<file path="src/rtl/fwd_hazard_ctrl_pkg.sv">
// fwd_hazard_ctrl_pkg: select encodings, FSM states and shadow-stage field widths
package fwd_hazard_ctrl_pkg;
  localparam int SEL_W = 5;
  localparam int VLD_W = 2;
  localparam int WR_W = 2;
  localparam logic [SEL_W-1:0] SEL_IDEX    = 5'b00001;
  localparam logic [SEL_W-1:0] SEL_EXM_TOP = 5'b00010;
  localparam logic [SEL_W-1:0] SEL_EXM_BOT = 5'b00100;
  localparam logic [SEL_W-1:0] SEL_MWB_TOP = 5'b01000;
  localparam logic [SEL_W-1:0] SEL_MWB_BOT = 5'b10000;
  typedef enum logic {RUN = 1'b0, LSTALL = 1'b1} state_e;
endpackage

</file>
<file path="src/rtl/fwd_hazard_ctrl_select.sv">
// fwd_hazard_ctrl_select: one-hot forwarding priority selector for one ALU operand
module fwd_hazard_ctrl_select import fwd_hazard_ctrl_pkg::*; #(
  parameter int W = 5
) (
  input  logic [W-1:0]     src_i,
  input  logic             vld_i,
  input  logic [W-1:0]     exm_dst_top_i,
  input  logic [W-1:0]     exm_dst_bot_i,
  input  logic [WR_W-1:0]  exm_wr_i,
  input  logic             exm_is_load_i,
  input  logic [W-1:0]     mwb_dst_top_i,
  input  logic [W-1:0]     mwb_dst_bot_i,
  input  logic [WR_W-1:0]  mwb_wr_i,
  output logic [SEL_W-1:0] sel_o
);
  logic exm_bot_hit, exm_top_hit, mwb_bot_hit, mwb_top_hit;
  // youngest producer wins; a load in MEM has nothing to forward yet
  always_comb begin
    exm_bot_hit = !exm_is_load_i && exm_wr_i[1] && exm_dst_bot_i == src_i;
    exm_top_hit = !exm_is_load_i && exm_wr_i[0] && exm_dst_top_i == src_i;
    mwb_bot_hit = mwb_wr_i[1] && mwb_dst_bot_i == src_i;
    mwb_top_hit = mwb_wr_i[0] && mwb_dst_top_i == src_i;
    sel_o = !vld_i      ? SEL_IDEX    :
            exm_bot_hit ? SEL_EXM_BOT :
            exm_top_hit ? SEL_EXM_TOP :
            mwb_bot_hit ? SEL_MWB_BOT :
            mwb_top_hit ? SEL_MWB_TOP : SEL_IDEX;
  end
endmodule

</file>
<file path="src/rtl/fwd_hazard_ctrl.sv">
// fwd_hazard_ctrl: EX-stage forwarding selects and load-use stall; FWD_STATS_EN adds stall/forward counters
module fwd_hazard_ctrl import fwd_hazard_ctrl_pkg::*; #(
  parameter int REG_ADDR_W = 5,
  parameter int CNT_W = 16
) (
  input  logic                  clock_i,
  input  logic                  reset_n_i,
  input  logic [REG_ADDR_W-1:0] id_src_top_i,
  input  logic [REG_ADDR_W-1:0] id_src_bot_i,
  input  logic                  id_src_top_vld_i,
  input  logic                  id_src_bot_vld_i,
  input  logic [REG_ADDR_W-1:0] id_dst_top_i,
  input  logic [REG_ADDR_W-1:0] id_dst_bot_i,
  input  logic                  id_wr_top_i,
  input  logic                  id_wr_bot_i,
  input  logic                  id_is_load_i,
  input  logic                  id_ex_flush_i,
  input  logic                  mem_busy_i,
  output logic [SEL_W-1:0]      alu_input_sel_top_o,
  output logic [SEL_W-1:0]      alu_input_sel_bot_o,
  output logic                  stall_if_id_o
`ifdef FWD_STATS_EN
  ,
  output logic [CNT_W-1:0]      stall_count_o,
  output logic [CNT_W-1:0]      fwd_count_o
`endif
);
  typedef struct packed {
    logic [REG_ADDR_W-1:0] src_top;
    logic [REG_ADDR_W-1:0] src_bot;
    logic [VLD_W-1:0]      src_vld;
    logic [REG_ADDR_W-1:0] dst_top;
    logic [REG_ADDR_W-1:0] dst_bot;
    logic [WR_W-1:0]       wr;
    logic                  is_load;
  } stage_t;

  function automatic logic slot_hit(input logic [REG_ADDR_W-1:0] src, input logic vld,
                                    input logic [REG_ADDR_W-1:0] d_top, input logic [REG_ADDR_W-1:0] d_bot,
                                    input logic [WR_W-1:0] wr);
    return vld && ((wr[0] && d_top == src) || (wr[1] && d_bot == src));
  endfunction

  stage_t id_stage, ex_d, ex_q, mem_q, wb_q;
  state_e state_q, state_d;
  logic   load_use;

  assign id_stage = '{src_top: id_src_top_i, src_bot: id_src_bot_i,
                      src_vld: {id_src_bot_vld_i, id_src_top_vld_i},
                      dst_top: id_dst_top_i, dst_bot: id_dst_bot_i,
                      wr: {id_wr_bot_i, id_wr_top_i}, is_load: id_is_load_i};
  assign load_use = ex_q.is_load &&
                    (slot_hit(id_src_top_i, id_src_top_vld_i, ex_q.dst_top, ex_q.dst_bot, ex_q.wr) ||
                     slot_hit(id_src_bot_i, id_src_bot_vld_i, ex_q.dst_top, ex_q.dst_bot, ex_q.wr));
  assign ex_d = (stall_if_id_o || id_ex_flush_i) ? '0 : id_stage;

  // shadow pipeline advances unless memory freezes everything
  always_ff @(posedge clock_i or negedge reset_n_i)
    if (!reset_n_i) begin
      ex_q  <= '0;
      mem_q <= '0;
      wb_q  <= '0;
    end else if (!mem_busy_i) begin
      ex_q  <= ex_d;
      mem_q <= ex_q;
      wb_q  <= mem_q;
    end

  // load-use FSM state register
  always_ff @(posedge clock_i or negedge reset_n_i)
    if (!reset_n_i) state_q <= RUN;
    else            state_q <= state_d;

  // RUN enters LSTALL on a detected stall; LSTALL leaves on the next advancing cycle
  always_comb
    state_d = (state_q == RUN) ? (stall_if_id_o ? LSTALL : RUN) : (mem_busy_i ? LSTALL : RUN);

  // stall only in RUN, and never while frozen or flushing
  always_comb
    stall_if_id_o = (state_q == RUN) && !mem_busy_i && !id_ex_flush_i && load_use;

  fwd_hazard_ctrl_select #(.W(REG_ADDR_W)) u_sel_top (
    .src_i(ex_q.src_top), .vld_i(ex_q.src_vld[0]),
    .exm_dst_top_i(mem_q.dst_top), .exm_dst_bot_i(mem_q.dst_bot), .exm_wr_i(mem_q.wr),
    .exm_is_load_i(mem_q.is_load),
    .mwb_dst_top_i(wb_q.dst_top), .mwb_dst_bot_i(wb_q.dst_bot), .mwb_wr_i(wb_q.wr),
    .sel_o(alu_input_sel_top_o)
  );

  fwd_hazard_ctrl_select #(.W(REG_ADDR_W)) u_sel_bot (
    .src_i(ex_q.src_bot), .vld_i(ex_q.src_vld[1]),
    .exm_dst_top_i(mem_q.dst_top), .exm_dst_bot_i(mem_q.dst_bot), .exm_wr_i(mem_q.wr),
    .exm_is_load_i(mem_q.is_load),
    .mwb_dst_top_i(wb_q.dst_top), .mwb_dst_bot_i(wb_q.dst_bot), .mwb_wr_i(wb_q.wr),
    .sel_o(alu_input_sel_bot_o)
  );

  logic unused_wb;
  assign unused_wb = ^{wb_q.src_top, wb_q.src_bot, wb_q.src_vld, wb_q.is_load};

`ifdef FWD_STATS_EN
  logic [CNT_W-1:0] stall_cnt_q, fwd_cnt_q;
  logic fwd_any;
  assign fwd_any = (alu_input_sel_top_o != SEL_IDEX) || (alu_input_sel_bot_o != SEL_IDEX);
  // saturating stall and forwarding event counters
  always_ff @(posedge clock_i or negedge reset_n_i)
    if (!reset_n_i) begin
      stall_cnt_q <= '0;
      fwd_cnt_q   <= '0;
    end else begin
      if (stall_if_id_o && !(&stall_cnt_q)) stall_cnt_q <= stall_cnt_q + CNT_W'(1);
      if (!mem_busy_i && fwd_any && !(&fwd_cnt_q)) fwd_cnt_q <= fwd_cnt_q + CNT_W'(1);
    end
  assign stall_count_o = stall_cnt_q;
  assign fwd_count_o   = fwd_cnt_q;
`else
  logic [CNT_W-1:0] unused_cnt;
  assign unused_cnt = '0;
`endif
endmodule

</file>
<file path="config.mk">
export PLATFORM = sky130hd
export DESIGN_NAME = fwd_hazard_ctrl
export DESIGN_NICKNAME = d
export VERILOG_FILES = /design/src/rtl/fwd_hazard_ctrl_pkg.sv /design/src/rtl/fwd_hazard_ctrl_select.sv /design/src/rtl/fwd_hazard_ctrl.sv
export SDC_FILE = /design/constraint.sdc
export NUM_CORES = 1
export LEC_CHECK = 0
export ABC_AREA = 1
export CAP_MARGIN = 20
export CORE_UTILIZATION = 25
export CTS_CLUSTER_DIAMETER = 30
export DETAILED_ROUTE_END_ITERATION = 10
export PLACE_DENSITY = 0.43
export SLEW_MARGIN = 40
export SYNTH_ARGS = -nofsm -noshare
export SYNTH_HDL_FRONTEND = slang
export SYNTH_SLANG_ARGS = --single-unit
</file>
<file path="constraint.sdc">
create_clock -name clock_i -period 4.1 [get_ports clock_i]
set_input_delay 1.23 -clock clock_i [delete_from_list [all_inputs] [get_ports clock_i]]
set_output_delay 1.23 -clock clock_i [all_outputs]
set_load 0.02 [all_outputs]
</file>
==> impl_metrics.toml <==
[sta]
worst_pin_slew_ns = 0.690
holdWs_ns = 0.486
maxClockFrequency_ghz = 0.255
fin_crit_sh = 0.955
rsz0062_at_grt = "false"
final-hold-violation-count = 0
min_period_ns = 3.91
slew_headroom = 0.540
finalMaxSlewViolations = 0
setup_viol = 0
skew_ns = 0.00332

[floorplan]
die_y_um = 115
dieArea_um2 = 13200
core_area_um2 = 12200
ios = 40
start_util = 0.261
fp.dieW_um = 115
rows = 40

[yosys]
ys_seq_area_frac = 0.401
yosysTopAreaCellShare = 0.401
synth_seq_cells = 51
yosysTopAreaCell = "dfrtp_1"
syn_area_per_cell_um2 = 6.85
ys_warn_count = 0
synth.net_count = 494
netlist_top_cells_area = "dfrtp_1 40%, nand2_1 18%, inv_1 7.2%"
synth.distinct_cells = 30
syn_area_um2 = 3190
synth_cells = 465

[final_layout]
diodes = 0
nets = 537
layout_commonest_cell = "nand2_1"
fillers = 1387
areaGrowthSynthToFinish_pct = 21.9
final_cell_mix = "154 x nand2_1, 61 x inv_1, 54 x nor2_1"
final_cells = 677
drive_gt1_frac = 0.0825

[flow_run]
drv_cap = 0

[worst_setup_path]
start_kind = "input port"
path_cells = "clkdlybuf4s50_1 > inv_1 > nand2_1 > nand2_1 > nor2_1 > nand3_1 > nand2_1 > nand2_1 > nand2_2 > nand2_4 > inv_1 > clkbuf_2"
cp.buffers_inverters = 4
crit_type = "in2out"
crit_arrival_ns = 2.68
worstSetupEndpointType = "output pin"
cp_top_family = "buffers and inverters"
worst_ep_required_time_ns = 2.87
crit_slowest_cell = "clkdlybuf4s50_1"
worstPathMaxFanout = 3
max_stage_delay_ns = 0.52
cpMostUsedCell = "nand2_1"

[route]
dr_wl_met3_um = 245
dr_total_vias = 2918
wirelength_um = 8840
drc = 0
wl_met2_um = 4230
via_per_inst = 4.31
top_layer = "met4"
dr.first_iter.drc_count = 123
wire_per_inst_um = 13.1
firstDrtPassIters = 4
ant_nets = 0
met1Wirelength_um = 4260

[clock_network]
path_clk_slew_ns = 0.07
cts_setup_buffers = 0
ctsRootBufferMaster = "clkbuf_16"
cts_tree = "yes"
clock_latency_ns = 0.29
cts.path.max_buffers = 2
numCtsBuffers = 5
cts_max_level = 2
postCtsHoldBufs = 0
cts_sinks = 51
cts_resized = 2

[global_routing]
grt_pass1_vias = 2915
grt_pass1_wl_um = 14900
grt_use_total = 0.146
antenna_found_initial = 0
grt-ovfl-total = 0
grt_start_max_net_pins = 92

[place]
portBuffers = 39
dp_cells = 669
gp_congestion = 0.862
hpwl_um = 6630

[pwr]
powerDensity_nw_per_um2 = 330
net-switching-power_w = 0.000398
p_leak_nw = 1.95
swShare = 0.311
combPwrFrac = 0.202
clkPwrFrac = 0.326
pwr-share-seq = 0.472
max-vdd-ir-drop_v = 0.000165
internal_power_w = 0.000883

[worst_hold_path]
min-delay-path-class = "reg2reg"

[outcome]
status = "complete, no violations"
==> synthesized netlist by cell type, drive strengths merged <==
library cell / count
nand2: 156
inv: 68
nor2: 54
dfrtp: 51
nand3: 34
o21ai: 29
o22ai: 16
a21oi: 12
clkbuf: 10
xor2: 8
nor3: 6
buf: 5
nand4: 4
clkinv: 2
dlygate4sd1: 2
nand2b: 2
o2111ai: 2
xnor2: 2
a211oi: 1
nand3b: 1
==> flip-flops by register name, indices dropped and copies added (netlist names) <==
register and flops:
wb_q 12, state_q 1, ex_q 25, mem_q 13
==> logic make-up after synthesis <==
family                 synth area share
buffers and inverters             0.125
AO/OA/AOI/OAI                     0.104
AND/OR/NAND/NOR                   0.343
XOR/XNOR                         0.0275
flip-flops                        0.401
==> cell type report <==
cell class	count	area (µm²)	share of cell area
multi-input combinational	327	1510	0.389
sequential	51	1280	0.329
timing repair buffer	53	484	0.125
inverter	70	263	0.0677
tap	168	210	0.0541
clock buffer	7	133	0.0342
clock inverter	1	5.00	0.00129
==> metal layers <==
metal	global-route usage	up-vias
li1	-	1536
met1	0.198	1317
met2	0.245	55
met3	0.0237	10
met4	0.0303	0
met5	0	-
==> power by group through the flow <==
stage / Clock [W] / Combinational (W) / Sequential [W]
2_1_floorplan: 0 / 0.000177 / 0.000592
3_3_place_gp: 0 / 0.000259 / 0.000614
3_5_place_dp: 0 / 0.000261 / 0.000615
4_1_cts: 0.000432 / 0.000262 / 0.000605
5_1_grt: 0.000448 / 0.000298 / 0.000613
6_report: 0.000418 / 0.000259 / 0.000604
==> tightest hold or removal path: stages (launching register included) <==
cell	delay, ns
dfrtp_1	0.35
nand2_1	0.05
o21ai_0	0.06
==> metrics by stage <==
step	area, µm²	TNS (ns)	power (W)	utilization	worst slack [ns]
final	3880	0	0.00128	0.318	0.186
after global routing	3880	0	0.00136	0.318	0.0559
after CTS	3880	0	0.00130	0.318	0.0204
after detailed placement	3750	-0.272	0.000875	0.307	-0.272
after global placement	3750	-0.265	0.000874	0.307	-0.265
after floorplan	3190	0	0.000769	-	0.800
==> worst paths after layout <==
kind | start | endpoint | slack [ns] | cells past startpoint
setup / recovery | id_src_top_i[4] | stall_if_id_o | 0.19 | 12
hold / removal | wb_q[1]$_DFFE_PN0N_ | wb_q[1]$_DFFE_PN0N_ | 0.49 | 2
setup reg to reg | ex_q[7]$_DFFE_PN0N_ | ex_q[14]$_DFFE_PN0N_ | 2.34 | 12
hold reg to reg | wb_q[1]$_DFFE_PN0N_ | wb_q[1]$_DFFE_PN0N_ | 0.49 | 2
max in group asynchronous | reset_n_i | wb_q[9]$_DFFE_PN0N_ | 2.57 | 2
min in group asynchronous | reset_n_i | mem_q[1]$_DFFE_PN0N_ | 1.06 | 2
(Power assumes the default switching activity.)
